--- src/rtl/tilling_pkg.sv ---
// Package shared by the tiling stage.
//  - tilling_state_e : tile framing FSM encoding (IDLE / ACCUM / FLUSH)
//  - half_width()    : bits in one half of a core column
//  - lanes_per_half(): ELEM_W-bit lanes in one half column
package tilling_pkg;

  typedef enum logic [1:0] {
    ST_IDLE  = 2'd0,
    ST_ACCUM = 2'd1,
    ST_FLUSH = 2'd2
  } tilling_state_e;

  function automatic int half_width(input int col_w);
    return col_w / 2;
  endfunction

  function automatic int lanes_per_half(input int col_w, input int elem_w);
    return col_w / 2 / elem_w;
  endfunction

endpackage

--- src/rtl/tilling_lane_add.sv ---
// One overlap-add lane: sum_o = prev_i + cur_i on ELEM_W bits.
// Build option: TILLING_SAT_EN
//   defined   -> unsigned saturation to all-ones, sat_o flags the clamp
//   undefined -> modulo-2^ELEM_W wrap, sat_o is constant 0
// Ports:
//   prev_i  in  ELEM_W  low-half lane of the previous column
//   cur_i   in  ELEM_W  high-half lane of the current column
//   sum_o   out ELEM_W  lane result
//   sat_o   out 1       lane saturated this add
module tilling_lane_add
  import tilling_pkg::*;
#(
  parameter int ELEM_W = 4
) (
  input  logic [ELEM_W-1:0] prev_i,
  input  logic [ELEM_W-1:0] cur_i,
  output logic [ELEM_W-1:0] sum_o,
  output logic              sat_o
);

`ifdef TILLING_SAT_EN
  logic [ELEM_W:0] full_sum;

  assign full_sum = {1'b0, prev_i} + {1'b0, cur_i};
  assign sum_o    = full_sum[ELEM_W] ? {ELEM_W{1'b1}} : full_sum[ELEM_W-1:0];
  assign sat_o    = full_sum[ELEM_W];
`else
  assign sum_o = prev_i + cur_i;
  assign sat_o = 1'b0;
`endif

endmodule

--- src/rtl/tilling_machine_ola.sv ---
// Tiling stage with overlap-add. Gathers one column from every conv core,
// adds each column's high half onto the previous column's low half (per core,
// per lane) and emits half-width tiled columns. A tile is tile_len_i columns
// followed by one flush beat carrying the last low halves (tile_last_o=1).
// Build option: TILLING_SAT_EN (lane saturation + sticky sat_flag_o).
//
// Handshake: a transfer happens on a rising edge where valid and ready are
// both high; ready never depends on valid of the same interface, and a
// producer holding valid keeps its data stable until the transfer. On the
// input side "valid" is the AND of all per-core valids (gather).
//
// Ports:
//   clk_i, rst_i                   clock, synchronous active-high reset
//   tile_len_i                     columns per tile, sampled on first column (0 -> 1)
//   overlapped_column_core_i       core c column at [c*COL_W +: COL_W]
//   valid_data_core_i / ready_core_o   input handshake
//   tilling_machine_o              core c half-column at [c*COL_W/2 +: COL_W/2]
//   tilling_machine_valid_o / tilling_machine_ready_i   output handshake
//   tile_last_o                    marks the flush beat
//   sat_flag_o                     sticky saturation flag
//   state_dbg_o                    current FSM state
module tilling_machine_ola
  import tilling_pkg::*;
#(
  parameter int NUM_CORES = 4,
  parameter int COL_W     = 16,
  parameter int ELEM_W    = 4,
  parameter int CNT_W     = 8
) (
  input  logic                           clk_i,
  input  logic                           rst_i,
  input  logic [CNT_W-1:0]               tile_len_i,
  input  logic [NUM_CORES*COL_W-1:0]     overlapped_column_core_i,
  input  logic [NUM_CORES-1:0]           valid_data_core_i,
  output logic                           ready_core_o,
  output logic [NUM_CORES*COL_W/2-1:0]   tilling_machine_o,
  output logic                           tilling_machine_valid_o,
  input  logic                           tilling_machine_ready_i,
  output logic                           tile_last_o,
  output logic                           sat_flag_o,
  output tilling_state_e                 state_dbg_o
);

  localparam int HALF_W = half_width(COL_W);
  localparam int LANES  = lanes_per_half(COL_W, ELEM_W);
  localparam int OUT_W  = NUM_CORES * HALF_W;

  tilling_state_e state_q, state_d;
  logic [CNT_W-1:0] len_q, len_d;
  logic [CNT_W-1:0] cnt_q, cnt_d;

  logic [OUT_W-1:0] prev_low_q;
  logic [OUT_W-1:0] cur_low_w;
  logic [OUT_W-1:0] sum_w;
  logic [OUT_W-1:0] out_q;
  logic             valid_q;
  logic             last_q;
  logic             sat_q;
  logic [NUM_CORES*LANES-1:0] sat_w;

  logic slot_free;
  logic accept;
  logic flush_fire;

  // Output register can take a new beat when empty or being drained now.
  assign slot_free    = !valid_q || tilling_machine_ready_i;
  assign ready_core_o = (state_q != ST_FLUSH) && slot_free;
  assign accept       = ready_core_o && (&valid_data_core_i);
  assign flush_fire   = (state_q == ST_FLUSH) && slot_free;

  for (genvar c = 0; c < NUM_CORES; c++) begin : g_core
    assign cur_low_w[c*HALF_W +: HALF_W] = overlapped_column_core_i[c*COL_W +: HALF_W];
    for (genvar k = 0; k < LANES; k++) begin : g_lane
      tilling_lane_add #(.ELEM_W(ELEM_W)) u_lane (
        .prev_i (prev_low_q[c*HALF_W + k*ELEM_W +: ELEM_W]),
        .cur_i  (overlapped_column_core_i[c*COL_W + HALF_W + k*ELEM_W +: ELEM_W]),
        .sum_o  (sum_w[c*HALF_W + k*ELEM_W +: ELEM_W]),
        .sat_o  (sat_w[c*LANES + k])
      );
    end
  end

  always_comb begin
    state_d = state_q;
    len_d   = len_q;
    cnt_d   = cnt_q;
    case (state_q)
      ST_IDLE: begin
        if (accept) begin
          len_d   = (tile_len_i == '0) ? CNT_W'(1) : tile_len_i;
          cnt_d   = CNT_W'(1);
          state_d = (len_d == CNT_W'(1)) ? ST_FLUSH : ST_ACCUM;
        end
      end
      ST_ACCUM: begin
        if (accept) begin
          cnt_d = cnt_q + CNT_W'(1);
          if (cnt_d == len_q) state_d = ST_FLUSH;
        end
      end
      ST_FLUSH: begin
        if (flush_fire) begin
          cnt_d   = '0;
          state_d = ST_IDLE;
        end
      end
      default: state_d = ST_IDLE;
    endcase
  end

  always_ff @(posedge clk_i) begin
    if (rst_i) begin
      state_q <= ST_IDLE;
      len_q   <= '0;
      cnt_q   <= '0;
    end else begin
      state_q <= state_d;
      len_q   <= len_d;
      cnt_q   <= cnt_d;
    end
  end

  // prev_low is zero whenever a tile starts (cleared by reset and by the
  // flush beat), so the first column of a tile needs no special case.
  always_ff @(posedge clk_i) begin
    if (rst_i) begin
      prev_low_q <= '0;
      out_q      <= '0;
      valid_q    <= 1'b0;
      last_q     <= 1'b0;
      sat_q      <= 1'b0;
    end else if (accept) begin
      out_q      <= sum_w;
      valid_q    <= 1'b1;
      last_q     <= 1'b0;
      prev_low_q <= cur_low_w;
      sat_q      <= sat_q | (|sat_w);
    end else if (flush_fire) begin
      out_q      <= prev_low_q;
      valid_q    <= 1'b1;
      last_q     <= 1'b1;
      prev_low_q <= '0;
    end else if (tilling_machine_ready_i) begin
      valid_q <= 1'b0;
      last_q  <= 1'b0;
    end
  end

  assign tilling_machine_o       = out_q;
  assign tilling_machine_valid_o = valid_q;
  assign tile_last_o             = last_q;
  assign sat_flag_o              = sat_q;
  assign state_dbg_o             = state_q;

endmodule

--- config.mk ---
export PLATFORM = sky130hd
export DESIGN_NAME = tilling_machine_ola
export DESIGN_NICKNAME = d
export VERILOG_FILES = /design/src/rtl/tilling_pkg.sv /design/src/rtl/tilling_lane_add.sv /design/src/rtl/tilling_machine_ola.sv
export SDC_FILE = /design/constraint.sdc
export NUM_CORES = 1
export LEC_CHECK = 0
export ABC_AREA = 1
export CAP_MARGIN = 40
export CORE_MARGIN = 2
export CORE_UTILIZATION = 40
export CTS_CLUSTER_DIAMETER = 150
export DETAILED_ROUTE_END_ITERATION = 10
export GPL_TIMING_DRIVEN = 0
export MAX_ROUTING_LAYER = met4
export PLACE_DENSITY = 0.68
export SYNTH_ARGS = -nofsm -noshare
export SYNTH_HDL_FRONTEND = slang
export SYNTH_SLANG_ARGS = --single-unit
--- constraint.sdc ---
create_clock -name clk_i -period 2.8 [get_ports clk_i]
set_input_delay 0.56 -clock clk_i [delete_from_list [all_inputs] [get_ports clk_i]]
set_output_delay 0.56 -clock clk_i [all_outputs]
set_load 0.05 [all_outputs]
==> results.json, run 1 <==
{
  "status": "completed",
  "htreeDepth": 3,
  "die_x_um": 111.3,
  "synth_cell_type_count": 35,
  "cp-end-kind": "primary output",
  "antenna_cells": 0,
  "hold_buffers": 0,
  "min_path_type": "flop to flop",
  "wirelength_mm": 12.96,
  "area_delta_synth_final_pct": 36.30,
  "multi_input_area_um2": 2524,
  "cts_made_buffers": 9,
  "hpwlAfterDp_mm": 9.657,
  "grt_pass1_vias": 4461,
  "syn_area_per_cell_um2": 7.483,
  "grt_max_degree": 15,
  "report.final.setup_viol": 0,
  "cts_tree": "yes",
  "synthFlopType": "dfxtp_1",
  "rsz0062_at_grt": "no",
  "yosysSeqAreaShare_pct": 36.54,
  "drt_iter0_markers": 250,
  "rows": 39,
  "clk_latency_ns": 0.34,
  "final-seq-area_um2": 1682,
  "grt_overflow": 0,
  "crit_type": "flop to primary output",
  "vias_per_cell": 5.041,
  "finalClockSkew_ns": 0.006393,
  "postCtsResizedCells": 0,
  "ys_ff_latch": 84,
  "finalSetupTns_ns": 0,
  "synth_edf_count": 0,
  "p_int_mw": 2.769,
  "switching_share_pct": 35.83,
  "final_cell_mix": "nand2_1 (176), clkdlybuf4s50_1 (114), dfxtp_1 (84)",
  "critical_path_required_ns": 2.24,
  "power_frac_comb_pct": 34.5,
  "syn_nets": 731,
  "design.core.area_um2": 11320,
  "vias": 4476,
  "power.density_nw_per_um2": 688.0,
  "power.leakage_nw": 2.433,
  "start_util_pct": 40.65,
  "fin_crit_ns": 2.721,
  "startpoint_type": "flop",
  "max-slew-margin-rel_pct": 56.98,
  "fillCellCount": 1053,
  "p_clk_share_pct": 32.4,
  "final_nets": 856,
  "crit_arrival_ns": 2.16,
  "final_cells": 888,
  "cap_violations": 0,
  "die_y_um": 111.3,
  "cts.clk_slew.worst_paths_ns": 0.06,
  "worstMarginPinSlew_ns": 0.6453,
  "place_inst": 872,
  "synthArstFlopShare_pct": 0,
  "netlist_instances": 615,
  "drc": 0,
  "clockBufferDepth": 2,
  "synth_warnings": 0,
  "p_switching_mw": 1.546,
  "cts_root_buffer": "clkbuf_16",
  "cp_max_fo": 5,
  "timing.fmax_mhz": 367.5,
  "synth_area_um2": 4602,
  "grt_pass1_wl_mm": 21.36,
  "ioPinCount": 117,
  "ant_nets": 0,
  "grtUsageTotal_pct": 21.87,
  "first_pass_iters": 4,
  "drive_above_1_share_pct": 7.517,
  "hold_viol": 0,
  "whs_ns": 0.4748,
  "routedWlPerCell_um": 14.59,
  "timing.final.crit_share_pct": 97.18,
  "maxSlewViolCount": 0,
  "place.gp.congestion": 0.9187,
  "io_buffer_count": 114,
  "cts_setup_buffers": 0,
  "mostFrequentLayoutCell": "nand2_1",
  "antenna_found_initial": 0,
  "cts.sinks": 84,
  "ir_drop_v": 0.0002976,
  "seq_power_share_pct": 33.1,
  "dieArea_um2": 12380
}
[logic make-up after synthesis]
group	share of synthesized area, %
AND/OR/NAND/NOR	23.08
AO/OA/AOI/OAI	15.36
buffers and inverters	8.619
flip-flops	36.54
adder cells (fa/ha/maj)	11.36
XOR/XNOR	4.948
other	0.08149
[registers in the layout (all words and copies together) (netlist names)]
signal and count:
tilling_machine_o 32, state_dbg_o 2, len_q 8, cnt_q 8
prev_low_q 32, tilling_machine_valid_o 1, tile_last_o 1
[power by group through the flow]
stage / clock network (mW) / logic [mW] / registers [mW]
2_1_floorplan: 0 / 0.799 / 1.64
3_3_place_gp: 0 / 1.46 / 1.44
3_5_place_dp: 0 / 1.48 / 1.45
4_1_cts: 1.40 / 1.49 / 1.43
5_1_grt: 1.45 / 1.62 / 1.44
6_report: 1.40 / 1.49 / 1.43
[per-layer routing]
metal / track usage [%] / vias up / share of wire, %
met2: 35.73 / 129 / 48
met5: - / - / 0
li1: - / 2257 / -
met1: 26.60 / 2065 / 44
met3: 5.303 / 25 / 5.7
met4: 7.325 / 0 / 2.0
[path summary, 6_finish.rpt]
path	start	endpoint	slack, ns	cells after the start
setup reg to reg	state_dbg_o[0]$_SDFFE_PP0P_	len_q[4]$_SDFFE_PP0P_	0.66	9
hold reg to reg	tilling_machine_o[8]$_SDFFE_PP0P_	tilling_machine_o[8]$_SDFFE_PP0P_	0.47	2
hold / removal	tilling_machine_o[8]$_SDFFE_PP0P_	tilling_machine_o[8]$_SDFFE_PP0P_	0.47	2
setup / recovery	state_dbg_o[0]$_SDFFE_PP0P_	ready_core_o	0.08	4
[cell usage after synthesis, types with 8 or more instances]
cell      count  area share [%]
nand2_1     176              14
nor2_1       28             2.3
inv_2         8            0.65
xor2_1       13             2.5
dfxtp_1      84              37
inv_1        55             4.5
clkbuf_1     12            0.98
xnor2_1      13             2.5
o21ai_0      17             1.8
a21oi_1      63             6.9
buf_2         8            0.87
fa_1          8             3.5
a31oi_1      17             2.3
o22ai_1       8             1.1
ha_1         29             7.9
o211ai_1      8             1.3
nand3_1      30             3.3
[critical path, cell delays in order, from the launching register on]
cell and delay, ns:
dfxtp_1 0.42, inv_1 0.11, ha_1 0.29, a21oi_4 0.17, clkdlybuf4s50_1 0.83
[metrics by stage]
step	utilization [%]	power (mW)	instance area [um^2]	setup WS, ns
6_report	55.40	4.315	6272	0.07884
4_1_cts	55.40	4.323	6272	0.08048
5_1_grt	55.40	4.514	6272	0.03194
3_3_place_gp	52.31	2.900	5922	0.1330
2_1_floorplan	-	2.434	4602	0.3874
3_5_place_dp	52.31	2.927	5922	0.1348
[final cells by class]
type	instances	share of cell area, %
multi-input cells	440	40.24
inverters	63	3.770
clock inverters	6	1.775
clock buffers	10	3.810
plain buffers	28	2.553
flip-flops and latches	84	26.81
repair buffers	114	18.19
well taps	143	2.853
No activity file was read; power rests on OpenSTA's default activity.
==> run 2: changes to the inputs <==
Settings changed: ABC_AREA 1 to default, GPL_ROUTABILITY_DRIVEN from default to 0, PLACE_DENSITY 0.68 to 0.69.
==> results.json, run 2 <==
{
  "timing.fmax_mhz": 418.4,
  "synth_area_um2": 4387,
  "die_x_um": 108.7,
  "area_delta_synth_final_pct": 34.91,
  "r2r-start": "state_dbg_o[0]$_SDFFE_PP0P_",
  "rows": 38,
  "pre_cts_ws_ns": 0.08393,
  "yosys.area.top_type": "dfxtp_1",
  "finish.utilization_pct": 54.83,
  "fillCellCount": 966,
  "antenna_cells": 0,
  "cts.sinks": 84,
  "vias_per_cell": 5.306,
  "start_util_pct": 40.64,
  "ir_drop_v": 0.0003515,
  "drt_iter0_markers": 280,
  "netlist.area_leader.share_pct": 38.33,
  "cts_made_buffers": 9,
  "mostFrequentLayoutCell": "clkdlybuf4s50_1",
  "htreeDepth": 3,
  "synth_cell_type_count": 43,
  "final_cell_mix": "clkdlybuf4s50_1 (114), dfxtp_1 (84), a21oi_1 (74)",
  "synthArstFlopShare_pct": 0,
  "dieArea_um2": 11820,
  "ant_nets": 0,
  "netlist_instances": 529,
  "critPathBufInv": 3,
  "grt_overflow": 0,
  "power.density_nw_per_um2": 556.4,
  "r2r-end": "tilling_machine_o[16]$_SDFFE_PP0P_",
  "critPathSlowestCell": "dlymetal6s2s_1",
  "synth_warnings": 0,
  "finalClockSkew_ns": 0.01468,
  "worstMarginPinSlew_ns": 0.7574,
  "die_y_um": 108.7,
  "maxSlewViolCount": 0,
  "reg2reg_depth": 7,
  "rsz0062_at_grt": "no",
  "yosysMostFrequentCell": "dfxtp_1",
  "routedWlPerCell_um": 16.04,
  "clk_latency_ns": 0.37,
  "io_buffer_count": 115,
  "cts.clk_slew.worst_paths_ns": 0.09,
  "status": "completed",
  "grt_pass1_vias": 4104,
  "setup_slack_ns": 0.4102,
  "final_nets": 771,
  "crit_type": "flop to primary output",
  "cts_root_buffer": "clkbuf_8",
  "synthFlopType": "dfxtp_1",
  "clockBufferDepth": 2,
  "grt_max_degree": 15,
  "wirelength_mm": 12.83,
  "startpoint_type": "flop",
  "synth_common_cells": "dfxtp_1 (84), a21oi_1 (74), nand2_1 (56), nor2_1 (54), nand3_1 (37)",
  "syn_area_per_cell_um2": 8.292,
  "fin_crit_ns": 2.390,
  "worstPathCellList": "inv_1, ha_1, clkbuf_1, nor2_1, dlymetal6s2s_1",
  "finalInstanceArea_um2": 5918,
  "antenna_found_initial": 0,
  "critical_path_required_ns": 2.24,
  "synth_area_leaders": "dfxtp_1 (38%), a21oi_1 (8.4%), ha_1 (8.3%)",
  "power.leakage_nw": 2.192,
  "finalSetupTns_ns": 0,
  "crit_family": "buffers and inverters",
  "whs_path_depth": 2,
  "report.final.setup_viol": 0,
  "min_path_type": "flop to flop",
  "yosysSeqAreaShare_pct": 38.33,
  "hold_buffers": 0,
  "timing.final.crit_share_pct": 85.35,
  "rrSetupSlack_ns": 0.46,
  "first_pass_iters": 5,
  "cp_max_fo": 8,
  "grtUsageTotal_pct": 22.79,
  "hold_end": "tilling_machine_o[4]$_SDFFE_PP0P_",
  "slowest_delay_ns": 0.44,
  "cap_violations": 0,
  "placed_area_um2": 5713,
  "hpwlAfterDp_mm": 9.474,
  "grt_pass1_wl_mm": 20.20,
  "design.core.area_um2": 10790,
  "hold_viol": 0,
  "cts_tree": "yes",
  "crit_arrival_ns": 1.83,
  "cp-end-kind": "primary output",
  "ioPinCount": 117,
  "drive_above_1_share_pct": 4.848,
  "drc": 0,
  "max-slew-margin-rel_pct": 49.51,
  "min-delay-start": "tilling_machine_o[4]$_SDFFE_PP0P_",
  "ys_ff_latch": 84,
  "synth_edf_count": 0,
  "cts_setup_buffers": 0,
  "vias": 4245,
  "syn_nets": 645
}
run 2: cell count changes in the layout (fill, tap and decap cells not counted), sizes merged, moves of 16 or more:
cell	change
a22oi	+16
a31oi	-16
inv	-35
nand2	-124
nor2	+20
run 2: area by class of cell:
class                           instances  area [um^2]  share of cell area [%]
Multi-Input combinational cell        383         2456                   41.50
Sequential cell                        84         1682                   28.41
Timing Repair Buffer                  115         1154                   19.49
Tap cell                              140        175.2                   2.960
Buffer                                 34        143.9                   2.431
Clock buffer                           11        141.4                   2.389
Inverter                               28        105.1                   1.776
Clock inverter                          5        61.31                   1.036
run 2: how the worst max path moves through the flow:
| stage | end | start | cells past startpoint |
|---|---|---|---|
| 3_3_place_gp | ready_core_o | tilling_machine_ready_i | 4 |
| 2_1_floorplan | ready_core_o | state_dbg_o[0]$_SDFFE_PP0P_ | 4 |
| 4_1_cts | ready_core_o | state_dbg_o[0]$_SDFFE_PP0P_ | 5 |
| 6_report | ready_core_o | state_dbg_o[0]$_SDFFE_PP0P_ | 5 |
| 3_5_place_dp | ready_core_o | tilling_machine_ready_i | 4 |
| 5_1_grt | prev_low_q[21]$_SDFFE_PP0P_ | state_dbg_o[0]$_SDFFE_PP0P_ | 8 |
run 2: kinds of logic after synthesis:
| kind of cell | count (synthesis) | share of synthesized area (%) |
|---|---|---|
| simple gates | 171 | 17.54 |
| buf+inv | 62 | 5.676 |
| mux | 7 | 1.597 |
| compound gates | 137 | 18.85 |
| xor+xnor | 30 | 5.990 |
| other cells | 1 | 0.08549 |
| flops | 84 | 38.33 |
| fa+ha+maj | 37 | 11.92 |
run 2: per-layer routing:
metal | track usage [%] | wire (um)
met2 | 37.32 | 6049
met1 | 29.10 | 5685
met4 | 6.410 | 209
met3 | 3.825 | 884
met5 | - | 0
run 2: timing repair:
| item | 4_1_cts | 5_1_grt |
|---|---|---|
| hold endpoints to repair | 0 | 0 |
| resized for setup | 0 | 1 |
| setup endpoints to repair | 0 | 1 |
run 2: worst reg2reg max path, stage by stage, from the launching register on:
cell      delay, ns
dfxtp_1        0.38
inv_1          0.09
ha_1           0.19
clkbuf_1       0.18
nor3_2         0.49
clkbuf_1       0.58
a22oi_1        0.20
a21oi_1        0.16
run 2: report_power, final:
group / internal [mW] / switching (mW) / leakage, nW
Combinational: 0.391 / 0.678 / 1.41
Clock: 0.441 / 0.461 / 0.103
Sequential: 1.26 / 0.0604 / 0.679
Total: 2.09 / 1.20 / 2.19
run 2: metrics by stage:
| stage | instances | power [mW] | hold WS, ns |
|---|---|---|---|
| floorplan | 529 | 2.007 | 0.4456 |
| global placement | 784 | 2.388 | 0.4493 |
| detailed placement | 784 | 2.406 | 0.4491 |
| CTS | 800 | 3.284 | 0.4615 |
| global route | 800 | 3.445 | 0.4780 |
| finish | 800 | 3.293 | 0.4584 |
